[src/rtl/divider_if.sv]
// Handshake/data bundle between a divider requester (master) and the divider core (slave).
interface divider_if #(
  parameter int WIDTH = 32
);
  logic             start;
  logic             cmd;
  logic [WIDTH-1:0] a;
  logic [WIDTH-1:0] b;
  logic             busy;
  logic             done;
  logic [WIDTH-1:0] quot;
  logic [WIDTH-1:0] rem;
  logic             div0;

  modport master (
    output start, cmd, a, b,
    input  busy, done, quot, rem, div0
  );

  modport slave (
    input  start, cmd, a, b,
    output busy, done, quot, rem, div0
  );
endinterface

[src/rtl/divider.sv]
// Radix-2 restoring divider, UDIV/SDIV, fixed WIDTH+2 cycle latency.
// Macro DIVIDER_REMAINDER_EN builds the remainder output; otherwise rem is tied to zero.
module divider #(
  parameter int WIDTH = 32
) (
  input  logic      clk,
  input  logic      reset,
  divider_if.slave  bus
);

  typedef enum logic [1:0] {
    IDLE = 2'd0,
    CALC = 2'd1,
    FIX  = 2'd2,
    DONE = 2'd3
  } state_t;

  localparam int CW = $clog2(WIDTH);
  localparam logic [CW-1:0] CNT_LAST = CW'(WIDTH - 1);

  state_t           state_q;
  logic [CW-1:0]    cnt_q;
  logic [WIDTH-1:0] dvd_q;     // dividend magnitude, shifts into quotient
  logic [WIDTH-1:0] prem_q;    // partial remainder
  logic [WIDTH-1:0] dvs_q;     // divisor magnitude
  logic             negq_q;
  logic             dz_q;
  logic             busy_q;
  logic             done_q;
  logic             div0_q;
  logic [WIDTH-1:0] quot_q;

  logic [WIDTH:0]   shifted;
  logic [WIDTH+1:0] diff;
  logic [WIDTH-1:0] prem_d;
  logic [WIDTH-1:0] dvd_d;
  logic [WIDTH-1:0] quot_d;
  logic [WIDTH-1:0] a_mag;
  logic [WIDTH-1:0] b_mag;

`ifdef DIVIDER_REMAINDER_EN
  logic [WIDTH-1:0] a_q;
  logic             negr_q;
  logic [WIDTH-1:0] rem_q;
  logic [WIDTH-1:0] rem_d;
`endif

  assign a_mag = (bus.cmd && bus.a[WIDTH-1]) ? -bus.a : bus.a;
  assign b_mag = (bus.cmd && bus.b[WIDTH-1]) ? -bus.b : bus.b;

  // One restoring step: shift in the next dividend bit, keep the subtraction if it did not borrow.
  always_comb begin
    shifted = {prem_q, dvd_q[WIDTH-1]};
    diff    = {1'b0, shifted} - {2'b00, dvs_q};
    prem_d  = shifted[WIDTH-1:0];
    dvd_d   = {dvd_q[WIDTH-2:0], 1'b0};
    if (!diff[WIDTH+1]) begin
      prem_d = diff[WIDTH-1:0];
      dvd_d  = {dvd_q[WIDTH-2:0], 1'b1};
    end
  end

  always_comb begin
    quot_d = negq_q ? -dvd_q : dvd_q;
    if (dz_q) begin
      quot_d = '0;
    end
  end

`ifdef DIVIDER_REMAINDER_EN
  always_comb begin
    rem_d = negr_q ? -prem_q : prem_q;
    if (dz_q) begin
      rem_d = a_q;
    end
  end
`endif

  always_ff @(posedge clk or posedge reset) begin
    if (reset) begin
      state_q <= IDLE;
      cnt_q   <= '0;
      dvd_q   <= '0;
      prem_q  <= '0;
      dvs_q   <= '0;
      negq_q  <= 1'b0;
      dz_q    <= 1'b0;
      busy_q  <= 1'b0;
      done_q  <= 1'b0;
      div0_q  <= 1'b0;
      quot_q  <= '0;
`ifdef DIVIDER_REMAINDER_EN
      a_q     <= '0;
      negr_q  <= 1'b0;
      rem_q   <= '0;
`endif
    end else begin
      done_q <= 1'b0;
      case (state_q)
        IDLE, DONE: begin
          if (bus.start) begin
            dvd_q   <= a_mag;
            dvs_q   <= b_mag;
            prem_q  <= '0;
            cnt_q   <= '0;
            negq_q  <= bus.cmd && (bus.a[WIDTH-1] ^ bus.b[WIDTH-1]);
            dz_q    <= (bus.b == '0);
            busy_q  <= 1'b1;
            state_q <= CALC;
`ifdef DIVIDER_REMAINDER_EN
            a_q     <= bus.a;
            negr_q  <= bus.cmd && bus.a[WIDTH-1];
`endif
          end else begin
            state_q <= IDLE;
          end
        end
        CALC: begin
          prem_q <= prem_d;
          dvd_q  <= dvd_d;
          cnt_q  <= cnt_q + CW'(1);
          if (cnt_q == CNT_LAST) begin
            state_q <= FIX;
          end
        end
        FIX: begin
          quot_q  <= quot_d;
          div0_q  <= dz_q;
          done_q  <= 1'b1;
          busy_q  <= 1'b0;
          state_q <= DONE;
`ifdef DIVIDER_REMAINDER_EN
          rem_q   <= rem_d;
`endif
        end
        default: state_q <= IDLE;
      endcase
    end
  end

  assign bus.busy = busy_q;
  assign bus.done = done_q;
  assign bus.quot = quot_q;
  assign bus.div0 = div0_q;
`ifdef DIVIDER_REMAINDER_EN
  assign bus.rem  = rem_q;
`else
  assign bus.rem  = '0;
`endif

endmodule

[src/flat_wrapper.sv]
// flat-port wrapper written by rule: the top's interface ports become plain ports
module divider_flat 
#(
  parameter int WIDTH = 32
)
  (clk, reset, bus_start, bus_cmd, bus_a, bus_b, bus_busy, bus_done, bus_quot, bus_rem, bus_div0);
  divider_if #(.WIDTH(WIDTH)) bus_i ();
  input  logic clk;
  input  logic reset;
  input wire logic [$bits(bus_i.start)-1:0] bus_start;
  input wire logic [$bits(bus_i.cmd)-1:0] bus_cmd;
  input wire logic [$bits(bus_i.a)-1:0] bus_a;
  input wire logic [$bits(bus_i.b)-1:0] bus_b;
  output wire logic [$bits(bus_i.busy)-1:0] bus_busy;
  output wire logic [$bits(bus_i.done)-1:0] bus_done;
  output wire logic [$bits(bus_i.quot)-1:0] bus_quot;
  output wire logic [$bits(bus_i.rem)-1:0] bus_rem;
  output wire logic [$bits(bus_i.div0)-1:0] bus_div0;
  assign bus_i.start = bus_start;
  assign bus_i.cmd = bus_cmd;
  assign bus_i.a = bus_a;
  assign bus_i.b = bus_b;
  assign bus_busy = bus_i.busy;
  assign bus_done = bus_i.done;
  assign bus_quot = bus_i.quot;
  assign bus_rem = bus_i.rem;
  assign bus_div0 = bus_i.div0;
  divider #(.WIDTH(WIDTH)) u_core (.clk(clk), .reset(reset), .bus(bus_i));
endmodule
[config.mk]
export PLATFORM = sky130hd
export DESIGN_NAME = divider_flat
export DESIGN_NICKNAME = d
export VERILOG_FILES = /design/src/rtl/divider_if.sv /design/src/rtl/divider.sv /design/src/flat_wrapper.sv
export SDC_FILE = /design/constraint.sdc
export NUM_CORES = 1
export LEC_CHECK = 0
export CAP_MARGIN = 10
export CORE_ASPECT_RATIO = 1.1
export CORE_MARGIN = 2
export CORE_UTILIZATION = 36
export DETAILED_ROUTE_END_ITERATION = 7
export PLACE_DENSITY = 0.68
export SYNTH_ARGS = -nofsm -noshare
export SYNTH_HDL_FRONTEND = slang
export SYNTH_SLANG_ARGS = --single-unit
[constraint.sdc]
create_clock -name clk -period 5.2 [get_ports clk]
set_clock_uncertainty 0.1 [all_clocks]
set_input_delay 1.04 -clock clk [delete_from_list [all_inputs] [get_ports clk]]
set_output_delay 1.04 -clock clk [all_outputs]
set_load 0.01 [all_outputs]
==> metrics <==
Max VDD drop=0.0002922 V; Rel. slew slack=18.63%; Hold Path Class=reg -> reg; die width=roughly 160 um; Post-synth ARST share=100.0%; H-tree depth=4; Vias=around 8100; CP max FO=4; number of CTS-inserted buffers=17; Area Growth Syn to Fin=18.69%; Core ar.=between 20000 and 30000 um^2; R2R depth=13; Critical Path Source Type=input pin; Unique masters post-synth=67; DP Wirelength=approximately 17 mm; CP endpoint=u_core.dvd_q[30]$_DFFE_PP0P_; # setup viols final=0; nets@finish=1325; CTS tree=yes; f_max=0.2635 GHz; RSZ-0062 raised after global routing=no; drt initial violations=504; Worst-Margin Slew=approximately 1.2 ns; Longest Clk Path Bufs=2; Tcrit/Tclk final=between 70% and 80%; overall power=0.007378 W; Clock Pin Slew Worst Setup and Hold Paths=0.06 ns; Post-synth EDFFs=0; Wirelength per Cell=~15 um; initial antenna violation count=3; Leak=4.928 nW; synthesized cell area=9567 um^2; final worst slack=1.404 ns; # resized after CTS=0; Hold WS=0.3791 ns; # IOs=135; Mapped Avg Cell Area=8.384 um^2; Seq cells post-synth=140; Filler cells=2623; CTS sink count=140; Post-Place Worst Slack=roughly 1 ns; postcts setup bufs=0; DR pass1 iterations=5; Reg power frac=27.4%; worst skew pair latency=approximately 0.43 ns; synthesized instance count=1141; Starting Density=36.59%; dpl cell area=roughly 11000 um^2; gr ovfl total=0; final slew viol count=0; MaxCap Viol Count=0; setup tns final=0 ns; proportion of layout cells with a drive suffix above 1=6.021%; worst r2r src=u_core.dvs_q[1]$_DFFE_PP0P_; CP Class=in -> reg; IO buf count=102; total track usage=16.95%; Hold Fails Final Rpt=0; largest net degree at the start of global routing=96; Critical Path End Type=flip-flop; R2R Setup Slk=around 1.6 ns; antenna-violating nets left=0; R2R Path End=u_core.prem_q[13]$_DFFE_PP0P_; status=completed; die height=between 150 and 200 um; DR DRC count=0; worst endpoint required time=5.41 ns; # hold bufs at CTS=0; CTS root buf=clkbuf_16; NetSw=0.003350 W; Rows=62; design area=11350 um^2; vias in the first global route=approximately 7700; Tmin final=3.796 ns; DRT Wirelength=around 23 mm; CP arrival=approximately 4.0 ns; Int Pwr=0.004027 W; Sw Ratio=45.41%; placer's final routability congestion estimate=0.8909; sequential-to-total area share from yosys stat=36.62%; die area=27900 um^2; clock network fraction of total power=17.2%; first-pass GRT wire length=between 30 and 40 mm; crit path from=bus_a[0]; routed vias/inst=5.092; PD cells=between 600 and 700 nW/um^2; Top FF cell, synth=dfrtp_1; Logic pwr share=approximately 55%; YS warnings=0
==> worst max-delay path, cell delays in order <==
cell and delay, ns:
clkdlybuf4s50_1 0.47, inv_1 0.08, ha_1 0.17, or3b_1 0.40
or4_4 0.48, nor4_4 0.27, and2_1 0.24, a21oi_2 0.11
a21oi_2 0.20, o21ai_0 0.14, xnor2_1 0.18, o21ai_1 0.07
o21a_1 0.13
==> stage by stage <==
stage / instances / utilization, %
after global routing: 1584 / 43.43
after CTS: 1581 / 43.40
after detailed placement: 1550 / 41.12
after global placement: 1550 / 41.12
after floorplan: 1172 / -
final: 1584 / 43.43
==> synth_stat cells (10+ instances only) <==
library cell,number,area [um^2]
xor2_1,73,639.4
inv_1,83,311.6
nand4_1,13,81.33
buf_4,32,240.2
ha_1,39,488.0
or3_1,11,68.82
xnor2_1,39,341.6
a21oi_1,88,440.4
nor3_1,10,50.05
o21ai_0,123,615.6
o22ai_1,34,212.7
a32oi_1,10,87.58
nand2b_1,10,62.56
dfrtp_1,140,3503
o21ai_1,15,75.07
o31ai_1,13,97.59
nor2_1,77,289.0
a21o_1,16,120.1
clkbuf_1,38,142.6
nand2_1,135,506.7
==> worst min-delay path by stage <==
stage                     slack [ns]                          from  cells past startpoint                           end
after floorplan                 0.35   u_core.cnt_q[4]$_DFFE_PP0P_                      2   u_core.cnt_q[4]$_DFFE_PP0P_
after global placement          0.36   u_core.cnt_q[4]$_DFFE_PP0P_                      2   u_core.cnt_q[4]$_DFFE_PP0P_
after detailed placement        0.37  u_core.dvs_q[17]$_DFFE_PP0P_                      2  u_core.dvs_q[17]$_DFFE_PP0P_
after CTS                       0.38  u_core.dvs_q[17]$_DFFE_PP0P_                      2  u_core.dvs_q[17]$_DFFE_PP0P_
after global routing            0.41  u_core.dvs_q[14]$_DFFE_PP0P_                      2  u_core.dvs_q[14]$_DFFE_PP0P_
final                           0.38  u_core.dvs_q[13]$_DFFE_PP0P_                      2  u_core.dvs_q[13]$_DFFE_PP0P_
==> placed cells by master, fill, tap and decap left out, types with 17 or more instances in the layout <==
master | Yosys | layout
a21oi_1 | 88 | 88
xnor2_1 | 39 | 39
o22ai_1 | 34 | 34
o21ai_0 | 123 | 122
dfrtp_1 | 140 | 140
nor2_1 | 77 | 77
inv_1 | 83 | 82
conb_1 | 1 | 32
clkbuf_16 | 0 | 17
ha_1 | 39 | 38
xor2_1 | 73 | 73
nand2_1 | 135 | 134
clkdlybuf4s50_1 | 0 | 102
==> area by class of cell <==
class	instances	area (um^2)	area share, %
Multi-Input combinational cell	864	5401	47.57
Clock inverter	12	163.9	1.444
Sequential cell	140	3503	30.85
Inverter	83	316.6	2.788
Timing Repair Buffer	111	1089	9.587
Tap cell	352	440.4	3.879
Clock buffer	19	432.9	3.813
Antenna cell	3	7.507	0.06612
==> cell families after synthesis <==
family                     after synthesis  share of synthesized area (%)
AOI/OAI and AO/OA                      355                          22.57
and+or+nand+nor                        317                          16.07
buffers and inverters                  168                          8.279
DFF                                    140                          36.62
xor gates and xnor gates               112                          10.25
adders and majority gates               40                          5.310
muxes                                    8                         0.8501
other                                    1                        0.03920
==> power by group through the flow <==
stage | logic (W) | clock network (W) | registers, W
final | 0.00408 | 0.00127 | 0.00202
after global routing | 0.00459 | 0.00134 | 0.00210
after CTS | 0.00408 | 0.00129 | 0.00202
after detailed placement | 0.00405 | 0 | 0.00204
after global placement | 0.00399 | 0 | 0.00202
after floorplan | 0.00311 | 0 | 0.00198
==> state kept, by name (all words and copies together), names as in the netlist <==
| signal | count |
|---|---|
| u_core.bus.div0 | 1 |
| u_core.prem_q | 32 |
| u_core.bus.quot | 32 |
| u_core.negq_q | 1 |
| u_core.dvd_q | 32 |
| u_core.bus.done | 1 |
| u_core.dvs_q | 32 |
| u_core.cnt_q | 5 |
| u_core.bus.busy | 1 |
| u_core.dz_q | 1 |
| u_core.state_q | 2 |
==> layer usage <==
| layer | global-route usage (%) | up-vias | part of all wire [%] |
|---|---|---|---|
| li1 | - | 4065 | - |
| met1 | 20.99 | 3768 | 44 |
| met2 | 29.71 | 201 | 50 |
| met3 | 2.943 | 31 | 4.4 |
| met4 | 6.098 | 0 | 1.6 |
| met5 | 0 | - | 0 |
No activity file was read; power rests on OpenSTA's default activity.
